--- config.mk ---
export PLATFORM = sky130hd
export DESIGN_NAME = ghost_dir_select
export DESIGN_NICKNAME = d
export VERILOG_FILES = /design/src/rtl/pac_pkg.sv /design/src/rtl/ghost_dir_mask.sv /design/src/rtl/ghost_dir_select.sv
export SDC_FILE = /design/constraint.sdc
export NUM_CORES = 1
export LEC_CHECK = 0
export BUFFER_PORTS_ARGS = -buffer_cell sky130_fd_sc_hd__clkbuf_2
export CAP_MARGIN = 20
export CORE_UTILIZATION = 40
export DETAILED_ROUTE_END_ITERATION = 7
export PLACE_DENSITY_LB_ADDON = 0.1
export SETUP_SLACK_MARGIN = 0.1
export SLEW_MARGIN = 40
export SYNTH_ARGS = -nofsm -noshare
export SYNTH_HDL_FRONTEND = slang
export SYNTH_SLANG_ARGS = --single-unit
--- constraint.sdc ---
create_clock -name frame_clk -period 2.5 [get_ports frame_clk]
set_clock_uncertainty 0.2 [all_clocks]
set_input_delay 0.375 -clock frame_clk [delete_from_list [all_inputs] [get_ports frame_clk]]
set_output_delay 0.375 -clock frame_clk [all_outputs]
set_load 0.02 [all_outputs]
--- src/rtl/pac_pkg.sv ---
// Shared ghost-direction types and helpers used by the frightened and chase
// direction selectors.
package pac_pkg;

    typedef enum logic [1:0] {
        DIR_UP    = 2'd0,
        DIR_LEFT  = 2'd1,
        DIR_DOWN  = 2'd2,
        DIR_RIGHT = 2'd3
    } dir_t;

    function automatic dir_t reverse(input dir_t d);
        return dir_t'(d ^ 2'd2);
    endfunction

    function automatic logic [3:0] onehot(input dir_t d);
        return 4'b0001 << d;
    endfunction

endpackage

--- src/rtl/ghost_dir_mask.sv ---
// Candidate-move mask (legal moves minus reversal, unless that leaves nothing)
// and its fixed-priority pick in UP, LEFT, DOWN, RIGHT order.
module ghost_dir_mask
    import pac_pkg::*;
(
    input  logic [3:0] legal_i,
    input  dir_t       cur_dir_i,
    output logic [3:0] mask_o,
    output dir_t       pick_o
);

    logic [3:0] trimmed;

    always_comb begin
        trimmed = legal_i & ~onehot(reverse(cur_dir_i));
        // Dead end: turning back is the only way out.
        mask_o  = (trimmed == 4'b0000) ? legal_i : trimmed;

        if (mask_o[0])      pick_o = DIR_UP;
        else if (mask_o[1]) pick_o = DIR_LEFT;
        else if (mask_o[2]) pick_o = DIR_DOWN;
        else if (mask_o[3]) pick_o = DIR_RIGHT;
        else                pick_o = DIR_UP;
    end

endmodule

--- src/rtl/ghost_dir_select.sv ---
// Frightened-ghost direction picker: rejection-samples LFSR draws against the
// candidate mask, falling back to the priority pick after MAX_TRIES misses.
module ghost_dir_select
    import pac_pkg::*;
#(
    parameter int MAX_TRIES = 3,
    parameter int TRY_W     = 4
) (
    input  logic       frame_clk,
    input  logic       Reset,
    input  logic       req,
    input  logic [1:0] cur_dir,
    input  logic [3:0] legal,
    input  logic [3:0] rand_val,
    output logic       rand_en,
    output logic [1:0] dir_out,
    output logic       dir_valid,
    output logic       busy,
    output logic       fallback
);

    // Handshake: req is a one-cycle pulse honoured only in IDLE; dir_valid is a
    // one-cycle pulse with dir_out/fallback stable from that cycle onwards.
    typedef enum logic [1:0] {
        S_IDLE = 2'd0,
        S_STEP = 2'd1,
        S_EVAL = 2'd2,
        S_DONE = 2'd3
    } state_t;

    state_t           state_q, state_d;
    logic [3:0]       mask_q, mask_d;
    dir_t             pick_q, pick_d;
    logic [TRY_W-1:0] tries_q, tries_d;
    dir_t             dir_q, dir_d;
    logic             fb_q, fb_d;

    logic [3:0]       mask_w;
    dir_t             pick_w;
    dir_t             draw;
    logic [TRY_W-1:0] tries_inc;
    logic             unused_rand_hi;

    assign unused_rand_hi = ^rand_val[3:2];
    assign draw           = dir_t'(rand_val[1:0]);
    assign tries_inc      = tries_q + 1'b1;

    ghost_dir_mask u_mask (
        .legal_i   (legal),
        .cur_dir_i (dir_t'(cur_dir)),
        .mask_o    (mask_w),
        .pick_o    (pick_w)
    );

    always_ff @(posedge frame_clk) begin
        if (Reset) state_q <= S_IDLE;
        else       state_q <= state_d;
    end

    always_ff @(posedge frame_clk) begin
        if (Reset) begin
            mask_q  <= '0;
            pick_q  <= DIR_UP;
            tries_q <= '0;
            dir_q   <= DIR_UP;
            fb_q    <= 1'b0;
        end else begin
            mask_q  <= mask_d;
            pick_q  <= pick_d;
            tries_q <= tries_d;
            dir_q   <= dir_d;
            fb_q    <= fb_d;
        end
    end

    always_comb begin
        state_d = state_q;
        mask_d  = mask_q;
        pick_d  = pick_q;
        tries_d = tries_q;
        dir_d   = dir_q;
        fb_d    = fb_q;
        case (state_q)
            S_IDLE: begin
                if (req) begin
                    mask_d  = mask_w;
                    pick_d  = pick_w;
                    tries_d = '0;
                    if (legal == 4'b0000) begin
                        dir_d   = dir_t'(cur_dir);
                        fb_d    = 1'b1;
                        state_d = S_DONE;
                    end else begin
                        state_d = S_STEP;
                    end
                end
            end
            S_STEP: state_d = S_EVAL;
            S_EVAL: begin
                if (mask_q[draw]) begin
                    dir_d   = draw;
                    fb_d    = 1'b0;
                    state_d = S_DONE;
                end else begin
                    tries_d = tries_inc;
                    if (tries_inc == TRY_W'(MAX_TRIES)) begin
                        dir_d   = pick_q;
                        fb_d    = 1'b1;
                        state_d = S_DONE;
                    end else begin
                        state_d = S_STEP;
                    end
                end
            end
            S_DONE: state_d = S_IDLE;
            default: state_d = S_IDLE;
        endcase
    end

    always_comb begin
        rand_en   = (state_q == S_STEP);
        dir_valid = (state_q == S_DONE);
        busy      = (state_q != S_IDLE);
        dir_out   = dir_q;
        fallback  = fb_q;
    end

endmodule
==> impl_metrics.prom, run 1 <==
# TYPE chip_impl_metric gauge
chip_impl_metric{name="post_synthesis_sequential_area_ratio",unit="%"} 31.1
chip_impl_metric{name="clkLatencyLatePin",unit="ns"} 0.28
chip_impl_metric{name="drt_pre_antenna_iters",unit=""} 4
chip_impl_metric{name="initial_util",unit="%"} 42.8
chip_impl_metric{name="post_synth.cell_area_avg",unit="um2"} 7.85
chip_impl_metric{name="cts_num_sinks",unit=""} 15
chip_impl_metric{name="die_area",unit="um2"} 2620
chip_impl_metric{name="numCtsBuffers",unit=""} 3
chip_impl_info{name="timing.critical_path.cells",value="or3b_1, o22ai_2, a211oi_1, or3_1, a21oi_1"} 1
chip_impl_metric{name="dr_total_vias",unit=""} 906
chip_impl_metric{name="grt_pass1_wl",unit="mm"} 3.56
chip_impl_metric{name="worst_ep_required_time",unit="ns"} 2.51
chip_impl_metric{name="detail-route-antenna-nets",unit=""} 0
chip_impl_metric{name="critPathMaxFanout",unit=""} 10
chip_impl_metric{name="tightestPinTransition",unit="ns"} 0.470
chip_impl_metric{name="groute.layer.met3.usage",unit="%"} 2.68
chip_impl_info{name="cts_tree",value="done"} 1
chip_impl_metric{name="post_route_cells_drive_above_1_share",unit="%"} 17.9
chip_impl_metric{name="routed_wl",unit="mm"} 2.13
chip_impl_metric{name="clock_tree.htree_level_count",unit=""} 1
chip_impl_metric{name="synth_xor_xnor_area_share",unit="%"} 1.81
chip_impl_metric{name="power_switching",unit="mW"} 0.159
chip_impl_metric{name="power.share.combinational",unit="%"} 21.1
chip_impl_info{name="outcome",value="completed"} 1
chip_impl_metric{name="routed_wire_length_per_instance",unit="um"} 13.2
chip_impl_metric{name="p_total",unit="mW"} 0.514
chip_impl_metric{name="groute.layer.met2.usage",unit="%"} 27.9
chip_impl_metric{name="post_synth_fa_ha_maj_area_fraction",unit="%"} 2.59
chip_impl_metric{name="drv.max_cap_violation_count",unit=""} 0
chip_impl_metric{name="dp.final_hpwl",unit="mm"} 1.61
chip_impl_metric{name="dieWidth",unit="um"} 51.1
chip_impl_info{name="r2r_end",value="dir_out[0]$_SDFFE_PP0P_"} 1
chip_impl_info{name="cts.root.buffer_cell",value="clkbuf_4"} 1
chip_impl_metric{name="grtUsageTotal",unit="%"} 18.6
chip_impl_metric{name="cts_hold_repair.buffers",unit=""} 0
chip_impl_metric{name="fmax",unit="MHz"} 520
chip_impl_metric{name="power_report.internal_total",unit="mW"} 0.355
chip_impl_metric{name="antenna-diode-count",unit=""} 0
chip_impl_metric{name="power.sequential.fraction",unit="%"} 51.2
chip_impl_metric{name="synth.ff_latch_count",unit=""} 15
chip_impl_metric{name="maximum_number_of_pins_on_one_net_before_global_route_repair",unit=""} 17
chip_impl_metric{name="whs",unit="ns"} 0.163
chip_impl_metric{name="multi_input_comb_area",unit="um2"} 603
chip_impl_metric{name="rrSetupSlack",unit="ns"} 0.58
chip_impl_info{name="hold_end",value="state_q[0]$_SDFFE_PP0P_"} 1
chip_impl_info{name="regToRegStartpoint",value="state_q[1]$_SDFFE_PP0P_"} 1
chip_impl_info{name="grt_setup_unrepaired",value="no"} 1
chip_impl_metric{name="async_flop_share",unit="%"} 0
chip_impl_metric{name="mappedNetlistNets",unit=""} 138
chip_impl_metric{name="finalMaxSlewViolations",unit=""} 0
chip_impl_metric{name="synth.mux.area_fraction",unit="%"} 5.44
chip_impl_metric{name="die_h",unit="um"} 51.1
chip_impl_metric{name="delay_of_the_slowest_cell_on_the_worst_path",unit="ns"} 0.50
chip_impl_info{name="category_of_the_worst_setup_path_launch_point",value="flip-flop"} 1
chip_impl_metric{name="setup-violations-final",unit=""} 0
chip_impl_metric{name="synth-simple-area-share",unit="%"} 26.7
chip_impl_metric{name="post-cts-setup-buffer-count",unit=""} 0
chip_impl_metric{name="critPathArrivalTime",unit="ns"} 1.94
chip_impl_metric{name="drc_errors",unit=""} 0
chip_impl_metric{name="fin_crit",unit="ns"} 1.92
chip_impl_metric{name="core_area",unit="um2"} 2250
chip_impl_metric{name="setup_tns",unit="ns"} 0
chip_impl_metric{name="ff_latch_area",unit="um2"} 300
chip_impl_metric{name="synth_top_area_share",unit="%"} 31.1
chip_impl_metric{name="floorplan.rows",unit=""} 17
chip_impl_metric{name="cts_max_path_buffers",unit=""} 2
chip_impl_metric{name="layout.core_utilization",unit="%"} 47.0
chip_impl_info{name="worstHoldPathType",value="primary input to flip-flop"} 1
chip_impl_metric{name="gr-usage-met1",unit="%"} 26.0
chip_impl_metric{name="nNetsFinal",unit=""} 150
chip_impl_info{name="crit_path_top_delay_cell",value="dfxtp_1"} 1
chip_impl_metric{name="gp_routability_congestion",unit=""} 0.747
chip_impl_info{name="setup.worst_path.class",value="flip-flop to flip-flop"} 1
chip_impl_info{name="gr-max-usage-layer",value="met2"} 1
chip_impl_info{name="worstSetupEndpointType",value="flip-flop"} 1
chip_impl_metric{name="synth_cell_type_count",unit=""} 42
chip_impl_metric{name="antenna_found_initial",unit=""} 0
chip_impl_info{name="hold_path.startpoint",value="req"} 1
chip_impl_metric{name="count_of_flip_flops_with_a_built_in_enable_after_synthesis",unit=""} 0
chip_impl_info{name="synth_top_flop_cell",value="dfxtp_1"} 1
chip_impl_metric{name="post_cts.resized_instances",unit=""} 0
chip_impl_metric{name="io_pins",unit=""} 19
chip_impl_metric{name="global_route.overflow_total",unit=""} 0
chip_impl_metric{name="worst_hold_path.num_cells",unit=""} 3
chip_impl_metric{name="combined_area_of_all_synthesized_cells",unit="um2"} 966
chip_impl_metric{name="portBuffers",unit=""} 16
chip_impl_metric{name="synth_cells",unit=""} 123
chip_impl_metric{name="power.density",unit="nW/um2"} 485
chip_impl_metric{name="p_sw_share",unit="%"} 30.9
chip_impl_metric{name="power.share.clock",unit="%"} 27.7
chip_impl_metric{name="worst_slew_margin_rel",unit="%"} 68.4
chip_impl_metric{name="yosys_warnings",unit=""} 0
chip_impl_metric{name="final.setup.worst_slack",unit="ns"} 0.575
chip_impl_metric{name="layout.filler_cells",unit=""} 255
chip_impl_metric{name="power.leakage",unit="nW"} 0.416
chip_impl_metric{name="post-route-period-util",unit="%"} 77.0
chip_impl_metric{name="place_ws",unit="ns"} 0.424
chip_impl_metric{name="report.final.hold_viol_count",unit=""} 0
chip_impl_metric{name="drt_iter0_markers",unit=""} 9
chip_impl_info{name="synthDominantAreaCellType",value="dfxtp_1"} 1
chip_impl_info{name="synth.area.top_cells",value="dfxtp_1 31%, a21oi_1 7.3%, nor2_1 5.1%"} 1
chip_impl_metric{name="clkTransAtPathRegs",unit="ns"} 0.10
chip_impl_metric{name="area_growth",unit="%"} 9.72
chip_impl_metric{name="r2r.worst_path.cells",unit=""} 5
chip_impl_metric{name="ir_worst_vdd",unit="mV"} 0.196
chip_impl_metric{name="avgViaCountPerCell",unit=""} 5.59
chip_impl_metric{name="first_global_vias",unit=""} 797
chip_impl_info{name="main_combinational_cell_family_by_area_after_synthesis",value="simple AND/OR/NAND/NOR gates"} 1
chip_impl_metric{name="synth_compound_gate_area_share",unit="%"} 25.9
[Yosys cell counts (2+ instances only)]
| library cell | number |
|---|---|
| nor2b_1 | 3 |
| buf_2 | 2 |
| a221o_1 | 2 |
| inv_1 | 4 |
| o21ai_0 | 4 |
| or3_1 | 3 |
| a21o_1 | 2 |
| ha_1 | 2 |
| nand3b_1 | 2 |
| o311ai_0 | 3 |
| dfxtp_1 | 15 |
| nand3_1 | 3 |
| a21oi_1 | 14 |
| nor2_1 | 13 |
| nor3_1 | 6 |
| nand2_1 | 9 |
| mux2i_1 | 3 |
| nand2b_1 | 3 |
| o21a_1 | 2 |
| clkbuf_1 | 5 |
| and2_1 | 2 |
[power groups by stage]
stage	Combinational [mW]	Sequential [mW]	Clock, mW
2_1_floorplan	0.0827	0.266	0
3_3_place_gp	0.107	0.268	0
3_5_place_dp	0.109	0.269	0
4_1_cts	0.109	0.263	0.152
5_1_grt	0.122	0.265	0.160
6_report	0.109	0.263	0.142
[placed cells by master, fill, tap and decap left out, drive strengths merged, types with 3 or more instances in the layout]
cell type  instances
a21oi             15
nor2              15
nand3              3
or3                3
inv                4
dfxtp             15
mux2i              3
nor3               6
o311ai             3
nand2              9
clkbuf            20
nand2b             3
o21ai              4
nor2b              3
[per-stage QoR]
step	area, um2	cells
final	1060	162
after global routing	1060	162
after CTS	1060	162
after detailed placement	1030	158
after global placement	1030	158
after floorplan	966	123
[per-layer routing]
metal,up-vias,share of wire (%)
met1,430,51
li1,467,-
met5,-,0
met3,2,1.6
met4,0,0.80
met2,7,46
[area by class of cell]
cell class / instances / share of cell area, %
well taps: 28 / 3.31
inverters: 4 / 1.42
flip-flops and latches: 15 / 28.3
multi-input cells: 95 / 56.9
clock buffers: 4 / 2.48
repair buffers: 16 / 7.56
[flip-flops by register name, indices dropped and copies added (netlist names)]
register  flops
tries_q       4
state_q       2
mask_q        4
pick_q        2
fallback      1
dir_out       2
[kinds of logic after synthesis]
group | Yosys count
flip-flops | 15
AO/OA/AOI/OAI | 37
AND/OR/NAND/NOR | 50
buffers and inverters | 13
multiplexers | 4
XOR/XNOR | 2
adder cells (fa/ha/maj) | 2
[worst max-delay path, delay by kind of cell, from the launching register on]
family / cells / cell delay (ns)
flip-flops: 1 / 0.50
AND/OR/NAND/NOR: 2 / 0.78
AO/OA/AOI/OAI: 3 / 0.38
[worst max path at each step]
stage	slack [ns]	start	end
3_3_place_gp	0.44	rand_val[0]	tries_q[3]$_SDFFE_PP0P_
4_1_cts	0.58	state_q[1]$_SDFFE_PP0P_	dir_out[0]$_SDFFE_PP0P_
5_1_grt	0.46	state_q[1]$_SDFFE_PP0P_	dir_out[0]$_SDFFE_PP0P_
3_5_place_dp	0.42	rand_val[0]	tries_q[3]$_SDFFE_PP0P_
6_report	0.58	state_q[1]$_SDFFE_PP0P_	dir_out[0]$_SDFFE_PP0P_
2_1_floorplan	0.60	rand_val[0]	tries_q[3]$_SDFFE_PP0P_
(Power assumes the default switching activity.)
==> inputs of run 2 (changes only) <==
clock period = 1.64 ns   (was 2.5 ns; I/O delays follow)
==> run 2 against run 1 <==
  * The flow now finishes with violations (setup timing)
  * Highest routed layer unchanged
  * Fmax up 11%
  * Power up 72%
  * Clock power up 54%
  * First-iteration DRC count up 22%
==> impl_metrics.prom, run 2 (synthesized netlist as in run 1, its figures left out) <==
# TYPE chip_impl_metric gauge
chip_impl_info{name="outcome",value="complete, but fails checks"} 1
chip_impl_info{name="violations",value="setup timing"} 1
chip_impl_metric{name="layout.filler_cells",unit=""} 210
chip_impl_info{name="setup.worst_path.class",value="flip-flop to flip-flop"} 1
chip_impl_info{name="worstHoldPathType",value="primary input to flip-flop"} 1
chip_impl_metric{name="routed_wl",unit="mm"} 2.63
chip_impl_metric{name="initial_util",unit="%"} 42.8
chip_impl_metric{name="core_area",unit="um2"} 2250
chip_impl_metric{name="place_ws",unit="ns"} -0.206
chip_impl_metric{name="setup-violations-final",unit=""} 6
chip_impl_metric{name="dpl_cell_area",unit="um2"} 1250
chip_impl_info{name="crit_path_top_delay_cell",value="mux4_2"} 1
chip_impl_metric{name="final.setup.worst_slack",unit="ns"} -0.0994
chip_impl_metric{name="maximum_number_of_pins_on_one_net_before_global_route_repair",unit=""} 17
chip_impl_metric{name="drt_iter0_markers",unit=""} 11
chip_impl_metric{name="finalMaxSlewViolations",unit=""} 0
chip_impl_metric{name="drc_errors",unit=""} 0
chip_impl_metric{name="worst_ep_required_time",unit="ns"} 1.66
chip_impl_metric{name="post_route_cells_drive_above_1_share",unit="%"} 47.2
chip_impl_info{name="final_common_cell",value="buf_4"} 1
chip_impl_info{name="cts.root.buffer_cell",value="clkbuf_4"} 1
chip_impl_metric{name="numCtsBuffers",unit=""} 3
chip_impl_metric{name="power.density",unit="nW/um2"} 625
chip_impl_metric{name="report.final.hold_viol_count",unit=""} 0
chip_impl_metric{name="tightestPinTransition",unit="ns"} 0.448
chip_impl_metric{name="cts_num_sinks",unit=""} 15
chip_impl_info{name="grt_setup_unrepaired",value="yes"} 1
chip_impl_metric{name="die_h",unit="um"} 51.1
chip_impl_metric{name="detail-route-antenna-nets",unit=""} 0
chip_impl_info{name="layout_top_registers",value="mask_q (4), tries_q (4)"} 1
chip_impl_metric{name="post-route-period-util",unit="%"} 106
chip_impl_metric{name="fin_crit",unit="ns"} 1.74
chip_impl_metric{name="critPathMaxFanout",unit=""} 4
chip_impl_metric{name="area_growth",unit="%"} 46.9
chip_impl_metric{name="gp_routability_congestion",unit=""} 0.759
chip_impl_metric{name="nNetsFinal",unit=""} 177
chip_impl_info{name="layout_common_cells",value="23 x buf_4, 13 x clkbuf_2, 11 x nor2_1"} 1
chip_impl_metric{name="dr_total_vias",unit=""} 1017
chip_impl_metric{name="global_route.overflow_total",unit=""} 0
chip_impl_metric{name="routed_wire_length_per_instance",unit="um"} 13.9
chip_impl_metric{name="final_cell_area",unit="um2"} 1420
chip_impl_metric{name="antenna_found_initial",unit=""} 0
chip_impl_metric{name="portBuffers",unit=""} 16
chip_impl_metric{name="io_pins",unit=""} 19
chip_impl_metric{name="worst_slew_margin_rel",unit="%"} 69.8
chip_impl_metric{name="dp.final_hpwl",unit="mm"} 1.91
chip_impl_metric{name="multi_input_comb_area",unit="um2"} 706
chip_impl_metric{name="clkTransAtPathRegs",unit="ns"} 0.09
chip_impl_metric{name="die_area",unit="um2"} 2620
chip_impl_metric{name="drt_pre_antenna_iters",unit=""} 4
chip_impl_metric{name="cts_max_path_buffers",unit=""} 2
chip_impl_metric{name="worst_hold_path.num_cells",unit=""} 3
chip_impl_metric{name="grtUsageTotal",unit="%"} 23.1
chip_impl_info{name="critPathMostFrequentCell",value="nor2_4"} 1
chip_impl_metric{name="power.leakage",unit="nW"} 0.576
chip_impl_metric{name="ir_worst_vdd",unit="mV"} 0.411
chip_impl_metric{name="floorplan.rows",unit=""} 17
chip_impl_info{name="timing.critical_path.cells",value="mux4_2, nor2_4, nor2_4, or3_1, a21oi_2"} 1
chip_impl_metric{name="stdcell_count",unit=""} 189
chip_impl_metric{name="post_placement_cell_count",unit=""} 183
chip_impl_metric{name="clkLatencyLatePin",unit="ns"} 0.29
chip_impl_metric{name="cts_hold_repair.buffers",unit=""} 0
chip_impl_metric{name="ff_latch_area",unit="um2"} 314
chip_impl_metric{name="r2r.worst_path.cells",unit=""} 5
chip_impl_metric{name="clock_tree.htree_level_count",unit=""} 1
chip_impl_metric{name="critPathArrivalTime",unit="ns"} 1.76
chip_impl_metric{name="first_global_vias",unit=""} 1035
chip_impl_info{name="category_of_the_worst_setup_path_launch_point",value="flip-flop"} 1
chip_impl_metric{name="fmax",unit="MHz"} 575
chip_impl_info{name="cts_tree",value="done"} 1
chip_impl_metric{name="avgViaCountPerCell",unit=""} 5.38
chip_impl_metric{name="dieWidth",unit="um"} 51.1
chip_impl_info{name="worstSetupEndpointType",value="flip-flop"} 1
chip_impl_metric{name="delay_of_the_slowest_cell_on_the_worst_path",unit="ns"} 0.51
chip_impl_metric{name="grt_pass1_wl",unit="mm"} 4.44
chip_impl_metric{name="drv.max_cap_violation_count",unit=""} 0
chip_impl_metric{name="antenna-diode-count",unit=""} 0
run 2: cell count changes in the layout (fill, tap and decap cells not counted), moves of 3 or more:
cell      previous run  this run
a21oi_1             14         9
a21oi_2              1         6
buf_4                0        23
buf_6                0         6
clkbuf_2            16        13
dfxtp_1             15        10
dfxtp_4              0         3
run 2: what timing repair did:
action	4_1_cts	5_1_grt
buffers inserted	2	0
pin swaps	5	1
endpoints found under the setup margin	15	14
resized for setup	14	26
endpoints found under the hold margin	0	0
run 2: cell type report:
cell class	count	area share, %
repair buffers	43	22.6
clock buffers	4	1.85
inverters	4	1.23
multi-input cells	95	49.7
flip-flops and latches	15	22.1
well taps	28	2.47
run 2: layer usage:
metal / vias up / part of all wire (%) / track usage (%)
li1: 518 / - / -
met1: 481 / 43 / 24.6
met2: 14 / 54 / 44.3
met3: 4 / 2.3 / 4.46
met4: 0 / 1.1 / 7.87
met5: - / 0 / 0
run 2: worst paths after layout:
kind / start / to / slack, ns
min: req / state_q[0]$_SDFFE_PP0P_ / 0.05
max reg2reg: mask_q[3]$_SDFFE_PP0P_ / tries_q[3]$_SDFFE_PP0P_ / -0.1
max: mask_q[3]$_SDFFE_PP0P_ / tries_q[3]$_SDFFE_PP0P_ / -0.1
min reg2reg: pick_q[1]$_SDFFE_PP0P_ / pick_q[1]$_SDFFE_PP0P_ / 0.28
run 2: report_power, final:
part,internal (mW),switching [mW]
clock,0.0946,0.124
combinational,0.136,0.136
sequential,0.381,0.0164
total,0.611,0.276
run 2: critical path, delay by kind of cell, from the launching register on:
kind	cells	cell delay, ns
and+or+nand+nor	3	0.51
AOI/OAI and AO/OA	1	0.13
DFF	1	0.32
muxes	1	0.51
run 2: stage by stage:
step | util [%] | TNS (ns) | power, mW | hold slack (ns)
global placement | 55.5 | -0.582 | 0.627 | 0.248
CTS | 59.3 | -0.213 | 0.865 | 0.0288
finish | 62.9 | -0.332 | 0.887 | 0.0518
global route | 62.9 | -0.730 | 0.935 | 0.0889
detailed placement | 55.5 | -0.720 | 0.633 | 0.254
floorplan | - | -0.239 | 0.541 | 0.117
==> inputs of run 3 (changes only) <==
ABC_AREA = 1   (was unset)
==> run 3 against run 2 <==
  * The run now ends clean
  * Register-to-register slack improved by 0.24 ns
  * Clock power decreased by 3%
  * Utilization decreased by 7.1 points
  * Synthesized cell count increased by 7.3%
  * Worst hold slack got worse by 0.014 ns
  * Critical path depth increased by 3
  * Power increased by 1.2%
  * Sequential cell count unchanged
  * Sequential power increased by 7.6%
  * Combinational power decreased by 6%
  * Final cell count decreased by 1.6%
==> impl_metrics.prom, run 3 <==
# TYPE chip_impl_metric gauge
chip_impl_info{name="outcome",value="completed"} 1
chip_impl_metric{name="cts_hold_repair.buffers",unit=""} 0
chip_impl_metric{name="fmax",unit="MHz"} 665
chip_impl_info{name="layout_top_registers",value="mask_q (4), tries_q (4)"} 1
chip_impl_metric{name="die_h",unit="um"} 48.9
chip_impl_metric{name="routed_wire_length_per_instance",unit="um"} 10.6
chip_impl_metric{name="power.leakage",unit="nW"} 0.572
chip_impl_metric{name="dieWidth",unit="um"} 48.9
chip_impl_metric{name="area_growth",unit="%"} 28.4
chip_impl_metric{name="report.final.hold_viol_count",unit=""} 0
chip_impl_metric{name="core_area",unit="um2"} 2020
chip_impl_metric{name="synth.mux.area_fraction",unit="%"} 0
chip_impl_metric{name="floorplan.rows",unit=""} 16
chip_impl_info{name="synth_top_flop_cell",value="dfxtp_1"} 1
chip_impl_metric{name="power.density",unit="nW/um2"} 795
chip_impl_info{name="top_count_cell_post_synth",value="nand2_1"} 1
chip_impl_metric{name="nNetsFinal",unit=""} 175
chip_impl_info{name="worstHoldPathType",value="primary input to flip-flop"} 1
chip_impl_metric{name="cts_max_path_buffers",unit=""} 2
chip_impl_metric{name="place_ws",unit="ns"} 0.0216
chip_impl_metric{name="clkTransAtPathRegs",unit="ns"} 0.09
chip_impl_metric{name="post_route_cells_drive_above_1_share",unit="%"} 34.6
chip_impl_metric{name="global_route.overflow_total",unit=""} 0
chip_impl_metric{name="gp_routability_congestion",unit=""} 0.801
chip_impl_metric{name="routed_wl",unit="mm"} 1.98
chip_impl_metric{name="worst_hold_path.num_cells",unit=""} 2
chip_impl_metric{name="critPathMaxFanout",unit=""} 4
chip_impl_metric{name="synth_top_area_share",unit="%"} 34.1
chip_impl_metric{name="antenna-diode-count",unit=""} 0
chip_impl_metric{name="drt_pre_antenna_iters",unit=""} 4
chip_impl_metric{name="post-route-period-util",unit="%"} 91.7
chip_impl_metric{name="synth_cell_type_count",unit=""} 26
chip_impl_metric{name="detail-route-antenna-nets",unit=""} 0
chip_impl_metric{name="worst_slew_margin_rel",unit="%"} 75.3
chip_impl_metric{name="initial_util",unit="%"} 43.5
chip_impl_metric{name="setup-violations-final",unit=""} 0
chip_impl_metric{name="count_of_flip_flops_with_a_built_in_enable_after_synthesis",unit=""} 0
chip_impl_metric{name="io_pins",unit=""} 19
chip_impl_metric{name="post_synthesis_sequential_area_ratio",unit="%"} 34.1
chip_impl_metric{name="clkLatencyLatePin",unit="ns"} 0.28
chip_impl_metric{name="setup_tns",unit="ns"} 0
chip_impl_metric{name="layout.filler_cells",unit=""} 210
chip_impl_metric{name="r2r.worst_path.cells",unit=""} 8
chip_impl_metric{name="avgViaCountPerCell",unit=""} 4.75
chip_impl_metric{name="async_flop_share",unit="%"} 0
chip_impl_metric{name="p_total",unit="mW"} 0.898
chip_impl_metric{name="grt_pass1_wl",unit="mm"} 3.20
chip_impl_metric{name="antenna_found_initial",unit=""} 0
chip_impl_metric{name="cts_num_sinks",unit=""} 15
chip_impl_metric{name="mappedNetlistNets",unit=""} 147
chip_impl_info{name="category_of_the_worst_setup_path_launch_point",value="flip-flop"} 1
chip_impl_metric{name="tightestPinTransition",unit="ns"} 0.367
chip_impl_metric{name="drv.max_cap_violation_count",unit=""} 0
chip_impl_metric{name="synth_xor_xnor_area_share",unit="%"} 1.99
chip_impl_metric{name="die_area",unit="um2"} 2390
chip_impl_info{name="top_cell_types_by_occurrence_after_synthesis",value="37 x nand2_1, 18 x inv_1, 15 x dfxtp_1"} 1
chip_impl_metric{name="portBuffers",unit=""} 16
chip_impl_metric{name="clock_tree.htree_level_count",unit=""} 1
chip_impl_info{name="setup.worst_path.class",value="flip-flop to flip-flop"} 1
chip_impl_metric{name="post_synth_fa_ha_maj_area_fraction",unit="%"} 2.84
chip_impl_metric{name="synth_compound_gate_area_share",unit="%"} 19.3
chip_impl_metric{name="whs",unit="ns"} 0.0376
chip_impl_info{name="cts_tree",value="done"} 1
chip_impl_metric{name="yosys_warnings",unit=""} 0
chip_impl_metric{name="critPathArrivalTime",unit="ns"} 1.49
chip_impl_info{name="cts.root.buffer_cell",value="clkbuf_4"} 1
chip_impl_info{name="main_combinational_cell_family_by_area_after_synthesis",value="simple AND/OR/NAND/NOR gates"} 1
chip_impl_metric{name="dpl_cell_area",unit="um2"} 1010
chip_impl_metric{name="synth.ff_latch_count",unit=""} 15
chip_impl_metric{name="combined_area_of_all_synthesized_cells",unit="um2"} 880
chip_impl_info{name="layout_common_cells",value="35 x nand2_1, 16 x inv_1, 16 x clkbuf_2"} 1
chip_impl_info{name="final_common_cell",value="nand2_1"} 1
chip_impl_info{name="synth.area.top_cells",value="dfxtp_1 34%, nand2_1 16%, inv_1 7.7%"} 1
chip_impl_metric{name="first_global_vias",unit=""} 771
chip_impl_metric{name="ir_worst_vdd",unit="mV"} 0.465
chip_impl_metric{name="worst_ep_required_time",unit="ns"} 1.62
chip_impl_metric{name="maximum_number_of_pins_on_one_net_before_global_route_repair",unit=""} 9
chip_impl_metric{name="finalMaxSlewViolations",unit=""} 0
chip_impl_metric{name="drc_errors",unit=""} 0
chip_impl_metric{name="synth_cells",unit=""} 132
chip_impl_metric{name="post_synth.cell_area_avg",unit="um2"} 6.66
chip_impl_metric{name="drt_iter0_markers",unit=""} 34
chip_impl_info{name="synthDominantAreaCellType",value="dfxtp_1"} 1
chip_impl_metric{name="numCtsBuffers",unit=""} 3
chip_impl_metric{name="synth-simple-area-share",unit="%"} 30.4
chip_impl_metric{name="dp.final_hpwl",unit="mm"} 1.45
chip_impl_metric{name="final.setup.worst_slack",unit="ns"} 0.136
chip_impl_metric{name="grtUsageTotal",unit="%"} 17.3
chip_impl_metric{name="dr_total_vias",unit=""} 884
chip_impl_info{name="grt_setup_unrepaired",value="yes"} 1
chip_impl_metric{name="final_cell_area",unit="um2"} 1130
chip_impl_info{name="worstSetupEndpointType",value="flip-flop"} 1
chip_impl_metric{name="fin_crit",unit="ns"} 1.50
[run 3: cell count changes after synthesis, moves of 4 or more]
cell	change
nand2_1	+28
clkbuf_1	-5
inv_2	+4
a21oi_1	-4
nor3_1	-6
o21ai_0	+6
inv_1	+14
[run 3: final cells by class]
cell class | count | area [um2] | share of cell area, %
sequential | 15 | 312 | 27.6
timing repair buffer | 24 | 140 | 12.4
multi-input combinational | 93 | 527 | 46.6
tap | 27 | 33.8 | 2.99
clock buffer | 4 | 26.3 | 2.33
inverter | 23 | 91.3 | 8.08
[run 3: worst max-delay path, stage by stage (launching register included)]
cell     delay, ns
dfxtp_4       0.37
ha_4          0.16
xor2_2        0.14
nor2_1        0.10
nand2_1       0.11
nand3_2       0.11
nand2_2       0.07
nor2_1        0.10
nor2_1        0.05
[run 3: through the flow]
step                utilization (%)  std cells
floorplan                         -        132
global placement               49.9        177
detailed placement             49.9        177
CTS                            51.7        181
global route                   55.9        186
finish                         55.9        186
[run 3: path summary, 6_finish.rpt]
check	startpoint	slack [ns]	end
worst max-delay path	tries_q[0]$_SDFFE_PP0P_	0.14	dir_out[0]$_SDFFE_PP0P_
worst min-delay path	Reset	0.04	state_q[0]$_SDFFE_PP0P_
worst max register to register	tries_q[0]$_SDFFE_PP0P_	0.14	dir_out[0]$_SDFFE_PP0P_
worst min register to register	fallback$_SDFFE_PP0P_	0.25	fallback$_SDFFE_PP0P_
[run 3: report_power, final]
group	internal, mW	leakage (nW)	total, mW	switching [mW]
sequential	0.399	0.126	0.427	0.0277
clock	0.0944	0.0150	0.213	0.119
combinational	0.104	0.431	0.257	0.153
total	0.598	0.572	0.898	0.300
[run 3: metal layers]
layer,part of all wire [%],vias up,track usage (%)
met2,47,22,27.1
met4,0.51,0,6.37
met5,0,-,0
met3,4.5,2,3.43
met1,48,384,23.4
li1,-,476,-
[run 3: repair_timing]
item	in CTS	in global routing
resized for setup	3	17
endpoints found under the setup margin	6	12
buffers inserted	0	5
pin swaps	0	6
[run 3: cell families after synthesis]
| group | Yosys count |
|---|---|
| and+or+nand+nor | 60 |
| AOI/OAI and AO/OA | 29 |
| buffers and inverters | 24 |
| DFF | 15 |
| xor gates and xnor gates | 2 |
| adders and majority gates | 2 |
